File: src/rtl/noc_input_port.sv
// noc_input_port: per-port ingress stage in front of the round-robin crossbar.
// A first-word-fall-through FIFO buffers flits from the upstream link.
// The head flit is presented to the crossbar together with the destination
// field extracted from that flit. The head is retired on a grant that is not
// backpressured.
// Upstream backpressure (in_bp) is registered and asserts BP_MARGIN slots
// before the FIFO fills.
// Optional feature: define NOC_INPUT_PORT_DROP_CNT_EN to add an 8-bit
// saturating counter (drop_cnt) of flits dropped on a full FIFO.
module noc_input_port #(
  parameter int PORTS     = 2,
  parameter int WIDTH     = 8,
  parameter int DEPTH     = 4,
  parameter int BP_MARGIN = 1,
  parameter int DEST_LSB  = 0
) (
  input  logic                       clk,
  input  logic                       rst,
  input  logic [WIDTH-1:0]           in_data,
  input  logic                       in_valid,
  output logic                       in_bp,
  output logic [WIDTH-1:0]           xb_data,
  output logic [$clog2(PORTS)-1:0]   xb_dest,
  output logic                       xb_dest_en,
  input  logic                       xb_ack,
  input  logic                       xb_bp,
`ifdef NOC_INPUT_PORT_DROP_CNT_EN
  output logic [7:0]                 drop_cnt,
`endif
  output logic [$clog2(DEPTH):0]     occupancy
);

  localparam int DW = $clog2(PORTS);   // destination field width
  localparam int PW = $clog2(DEPTH);   // pointer width
  localparam int CW = PW + 1;          // count width: 0..DEPTH inclusive

  // in_bp asserts once the post-update occupancy reaches this level.
  localparam logic [CW-1:0] BP_THRESH = CW'(DEPTH - BP_MARGIN);
  localparam logic [CW-1:0] FULL_CNT  = CW'(DEPTH);

  // ---------------------------------------------------------------------------
  // State
  // ---------------------------------------------------------------------------
  logic [WIDTH-1:0] mem_q [DEPTH];
  logic [PW-1:0]    rd_ptr_q, rd_ptr_d;
  logic [PW-1:0]    wr_ptr_q, wr_ptr_d;
  logic [CW-1:0]    count_q,  count_d;
  logic             in_bp_q,  in_bp_d;

  // Handshake terms
  logic             head_valid;
  logic             full;
  logic             push;
  logic             pop;

  // Memory write port
  logic             mem_wr_en;
  logic [PW-1:0]    mem_wr_addr;
  logic [WIDTH-1:0] mem_wr_data;

  // ---------------------------------------------------------------------------
  // Head presentation: driven from registers only, no input-to-output path.
  // ---------------------------------------------------------------------------
  assign head_valid = (count_q != '0);
  assign full       = (count_q == FULL_CNT);

  assign xb_dest_en = head_valid;
  assign xb_data    = mem_q[rd_ptr_q];
  // Destinations >= PORTS are passed through untouched; legality is the
  // sender's problem, not this stage's.
  assign xb_dest    = xb_data[DEST_LSB +: DW];

  assign occupancy  = count_q;
  assign in_bp      = in_bp_q;

  // ---------------------------------------------------------------------------
  // Handshakes
  // ---------------------------------------------------------------------------
  // A grant with xb_bp=1 is not a retire: the head stays and re-requests.
  assign pop  = head_valid & xb_ack & ~xb_bp;
  // A full FIFO still accepts a flit when the head leaves in the same cycle.
  assign push = in_valid & (~full | pop);

  // Next-state computation for pointers, count and backpressure.
  // NOTE: every signal assigned here gets a default first, so no path through
  // the block can leave it unassigned and infer a latch.
  always_comb begin
    rd_ptr_d    = rd_ptr_q;
    wr_ptr_d    = wr_ptr_q;
    count_d     = count_q;
    mem_wr_en   = 1'b0;
    mem_wr_addr = wr_ptr_q;
    mem_wr_data = in_data;

    if (push) begin
      mem_wr_en = 1'b1;
      // Pointer width equals log2(DEPTH), so wrap is the natural overflow.
      wr_ptr_d  = wr_ptr_q + PW'(1);
    end

    if (pop) begin
      rd_ptr_d = rd_ptr_q + PW'(1);
    end

    unique case ({push, pop})
      2'b10:   count_d = count_q + CW'(1);
      2'b01:   count_d = count_q - CW'(1);
      default: count_d = count_q;  // idle, or push and pop cancel out
    endcase

    // Registered from next-state count, so in_bp lines up with occupancy.
    in_bp_d = (count_d >= BP_THRESH);
  end

  // Control registers: pointers, count and registered backpressure.
  // NOTE: sequential state uses non-blocking assignments only, so every flop
  // samples the pre-edge value of every other flop regardless of block order.
  always_ff @(posedge clk or posedge rst) begin
    if (rst) begin
      rd_ptr_q <= '0;
      wr_ptr_q <= '0;
      count_q  <= '0;
      in_bp_q  <= 1'b0;
    end else begin
      rd_ptr_q <= rd_ptr_d;
      wr_ptr_q <= wr_ptr_d;
      count_q  <= count_d;
      in_bp_q  <= in_bp_d;
    end
  end

  // Flit storage write port.
  // NOTE: the storage array has no reset; count_q=0 already marks every entry
  // invalid, and leaving it unreset lets it map onto plain RAM or
  // non-reset flops.
  always_ff @(posedge clk) begin
    if (mem_wr_en) begin
      mem_q[mem_wr_addr] <= mem_wr_data;
    end
  end

`ifdef NOC_INPUT_PORT_DROP_CNT_EN
  // ---------------------------------------------------------------------------
  // Drop counter: flits offered on a full FIFO with no pop are discarded.
  // ---------------------------------------------------------------------------
  logic       drop;
  logic [7:0] drop_cnt_q, drop_cnt_d;

  assign drop     = in_valid & full & ~pop;
  assign drop_cnt = drop_cnt_q;

  // Saturating increment so a misbehaving sender cannot wrap the count to 0.
  always_comb begin
    drop_cnt_d = drop_cnt_q;
    if (drop && (drop_cnt_q != 8'hFF)) begin
      drop_cnt_d = drop_cnt_q + 8'd1;
    end
  end

  // Drop counter register.
  always_ff @(posedge clk or posedge rst) begin
    if (rst) begin
      drop_cnt_q <= 8'd0;
    end else begin
      drop_cnt_q <= drop_cnt_d;
    end
  end
`endif

endmodule

File: config.mk
export PLATFORM = sky130hd
export DESIGN_NAME = noc_input_port
export DESIGN_NICKNAME = d
export VERILOG_FILES = /design/src/rtl/noc_input_port.sv
export SDC_FILE = /design/constraint.sdc
export NUM_CORES = 1
export LEC_CHECK = 0
export CAP_MARGIN = 10
export CELL_PAD_IN_SITES_DETAIL_PLACEMENT = 1
export CELL_PAD_IN_SITES_GLOBAL_PLACEMENT = 1
export CORE_MARGIN = 2
export CORE_UTILIZATION = 47
export CTS_CLUSTER_DIAMETER = 30
export DETAILED_ROUTE_END_ITERATION = 8
export PLACE_DENSITY_LB_ADDON = 0.12
export REMOVE_ABC_BUFFERS = 1
export SETUP_SLACK_MARGIN = 0.1
export SLEW_MARGIN = 0
export SYNTH_ARGS = -nofsm -noshare
export SYNTH_HDL_FRONTEND = slang
export SYNTH_SLANG_ARGS = --single-unit
File: constraint.sdc
create_clock -name clk -period 4.23 [get_ports clk]
set_input_delay 0.846 -clock clk [delete_from_list [all_inputs] [get_ports clk]]
set_output_delay 0.846 -clock clk [all_outputs]
set_load 0.1 [all_outputs]
==> results.md <==
* Die height at 64.8 um
* FF+latch count, synth at 40
* Core box area at 3610 um^2
* Setup slack, reg-to-reg at 1.22 ns
* Synthesized area at approximately 1700 um^2
* Tmin final at approximately 3.5 ns
* Worst-skew pair later-pin latency at 0.28 ns
* Post-CTS Setup Bufs at 0
* Sequential share of the synthesized area at 66.8%
* Grt ovf at 0
* TritonCTS Sinks at 40
* Fmax at just under 300 MHz
* Post_cts resized at 0
* Share of cells above drive strength 1 at 14.6%
* Reg2Reg Depth at 7
* Final Instance Area at 2130 um^2
* Full die area at 4200 um^2
* Crit. End Element: output port
* Hold slack final at 0.572 ns
* Final ANT Viol Nets at 0
* Worst R2R Start: occupancy[0]
* ANT cells at 0
* Worst-path fanout max at 10
* First-pass GRT wire length at 5040 um
* Filler instances at 343
* Dpl hpwl at 2170 um
* Setup CP Type: flop to output port
* Via Count at between 900 and 1000
* I/O pin total at 27
* Crit-path cells: mux4_2, clkdlybuf4s50_1
* Status: complete, no violations
* Avg WL per Cell at 16.6 um
* Global Route Usage Sum at approximately 17%
* PortBufs at 26
* Final nets at 147
* Post-synthesis cell type count at 36
* Slew HR at between 30% and 40%
* Clock transition at path regs at 0.07 ns
* Placer Congestion at 0.756
* Synthesized area per cell at 16.7 um^2
* CTS tree: built
* R2r endpoint: in_bp
* Ys Warns at 0
* Final Max Slew Viols at 0
* Cells after synthesis at approximately 100
* DR pass1 iterations at 4
* Setup TNS at 0 ns
* Area grow syn2layout at 22.7%
* Drt drc at 0
* Slowest CP cell: clkdlybuf4s50_1
* Slew of the pin with the lowest slew margin at between 0.9 and 1 ns
* Final setup viols at 0
* CTS Buffer Depth at 2
* Initial Util at between 40% and 50%
* Critical path origin: rd_ptr_q[0]
* Site Rows at 22
* RSZ-0062 raised after global routing: false
* CTS buffer count at 5
* CTS H-tree depth at 2
* Number of max-cap violations at 0
* CP Capture Point: xb_dest
* Chip width at 64.8 um
* Initial antenna violation count at 0
* Hold-fix buffers at CTS at 0
* Final Hold Viols at 0
* WL final at 2960 um
* Hold Crit Depth at 1
* Final worst-path cycle share at 81.6%
* Vias in the first global route at 985
* DR vias/cell at 5.33
* Startpoint Class: flop
* 1st-iter DRT viols at 32
* Critical path required time at roughly 3.4 ns
* Crit path DAT at 2.61 ns
* Max Clock Skew at 0.00328 ns
* Min-delay worst type: flop to flop
* Worst path max stage delay at 0.99 ns
* Placed Instance Area at 2020 um^2
* Largest net degree at the start of global routing at 14
* Root Driver: clkbuf_8
==> synth_stat cells, drive strengths merged <==
| cell type | number | area, um^2 |
|---|---|---|
| a21oi | 1 | 5.00 |
| a311o | 2 | 20.0 |
| a311oi | 1 | 8.76 |
| a31oi | 1 | 6.26 |
| and2 | 5 | 31.3 |
| and2b | 1 | 8.76 |
| and3 | 1 | 6.26 |
| buf | 5 | 26.3 |
| clkbuf | 3 | 11.3 |
| dfrtp | 8 | 200 |
| edfxtp | 32 | 961 |
| fa | 1 | 20.0 |
| ha | 4 | 50.1 |
| inv | 5 | 18.8 |
| mux2 | 1 | 11.3 |
| mux4 | 8 | 180 |
| nand2 | 3 | 11.3 |
| nand3 | 1 | 5.00 |
| nand3b | 1 | 7.51 |
| nor2 | 3 | 11.3 |
| nor3 | 1 | 5.00 |
| nor3b | 1 | 7.51 |
| o211a | 1 | 10.0 |
| o21ai | 2 | 10.0 |
| o21bai | 1 | 7.51 |
| o22a | 1 | 8.76 |
| o31ai | 1 | 7.51 |
| o32ai | 2 | 17.5 |
| or3 | 1 | 6.26 |
| or4b | 1 | 13.8 |
| xnor2 | 3 | 26.3 |
| xor2 | 2 | 17.5 |
==> worst max-delay path, delay by kind of cell, from the launching register on <==
family | cells | cell delay (ns)
buffers and inverters | 1 | 0.99
DFF | 1 | 0.72
muxes | 1 | 0.60
==> metrics by stage <==
| stage | std cells | utilization, % | setup slack, ns |
|---|---|---|---|
| floorplan | 96 | - | 0.371 |
| CTS | 178 | 59.1 | 0.748 |
| finish | 178 | 59.1 | 0.778 |
| global placement | 170 | 56.0 | 0.697 |
| detailed placement | 170 | 56.0 | 0.616 |
| global route | 178 | 59.1 | 0.664 |
==> placed cells by master (no fill, tap or decap), types with 2 or more instances in the layout <==
master,synthesis,layout
edfxtp_1,32,32
clkdlybuf4s50_1,0,26
mux4_2,8,8
dfrtp_1,8,8
and2_1,5,5
clkbuf_8,0,5
inv_1,4,4
ha_1,4,4
nand2_1,3,3
xnor2_1,3,3
nor2_1,3,3
xor2_1,2,2
o32ai_1,2,2
a311o_1,2,2
==> worst min path at each step <==
stage / slack, ns / end / startpoint
floorplan: 0.51 / mem_wr_addr[1] / mem_wr_addr[1]
global placement: 0.53 / mem_wr_addr[1] / mem_wr_addr[1]
detailed placement: 0.57 / mem_wr_addr[1] / mem_wr_addr[1]
CTS: 0.59 / mem_wr_addr[1] / mem_wr_addr[1]
global route: 0.61 / mem_wr_addr[1] / mem_wr_addr[1]
finish: 0.57 / mem_wr_addr[1] / mem_wr_addr[1]
==> layout make-up <==
type,count,area (um^2),share of cell area [%]
Sequential cell,40,1160,54.5
Multi-Input combinational cell,51,520,24.4
Timing Repair Buffer,26,260,12.2
Clock buffer,5,68.8,3.23
Tap cell,48,60.1,2.82
Clock inverter,3,42.5,2.00
Inverter,5,18.8,0.880
==> sequential cells by signal (all words and copies together), names as in the netlist <==
signal / count
in_bp: 1
mem_q: 32
mem_wr_addr: 2
occupancy: 3
rd_ptr_q: 2
==> logic make-up after synthesis <==
group | synth area share [%]
compound gates | 5.83
xor+xnor | 2.52
fa+ha+maj | 4.03
buf+inv | 3.24
flops | 66.8
mux | 11.0
simple gates | 6.55
==> metal layers <==
| metal | track usage [%] | up-vias | part of all wire, % |
|---|---|---|---|
| li1 | - | 444 | - |
| met2 | 26.9 | 27 | 53 |
| met1 | 21.7 | 471 | 41 |
| met4 | 6.38 | 0 | 0.98 |
| met3 | 4.34 | 6 | 4.8 |
| met5 | 0 | - | 0 |
Power is left out: the tool's default activity adds up to more than one toggle a clock period on the data nets, which glitch-free logic cannot reach.
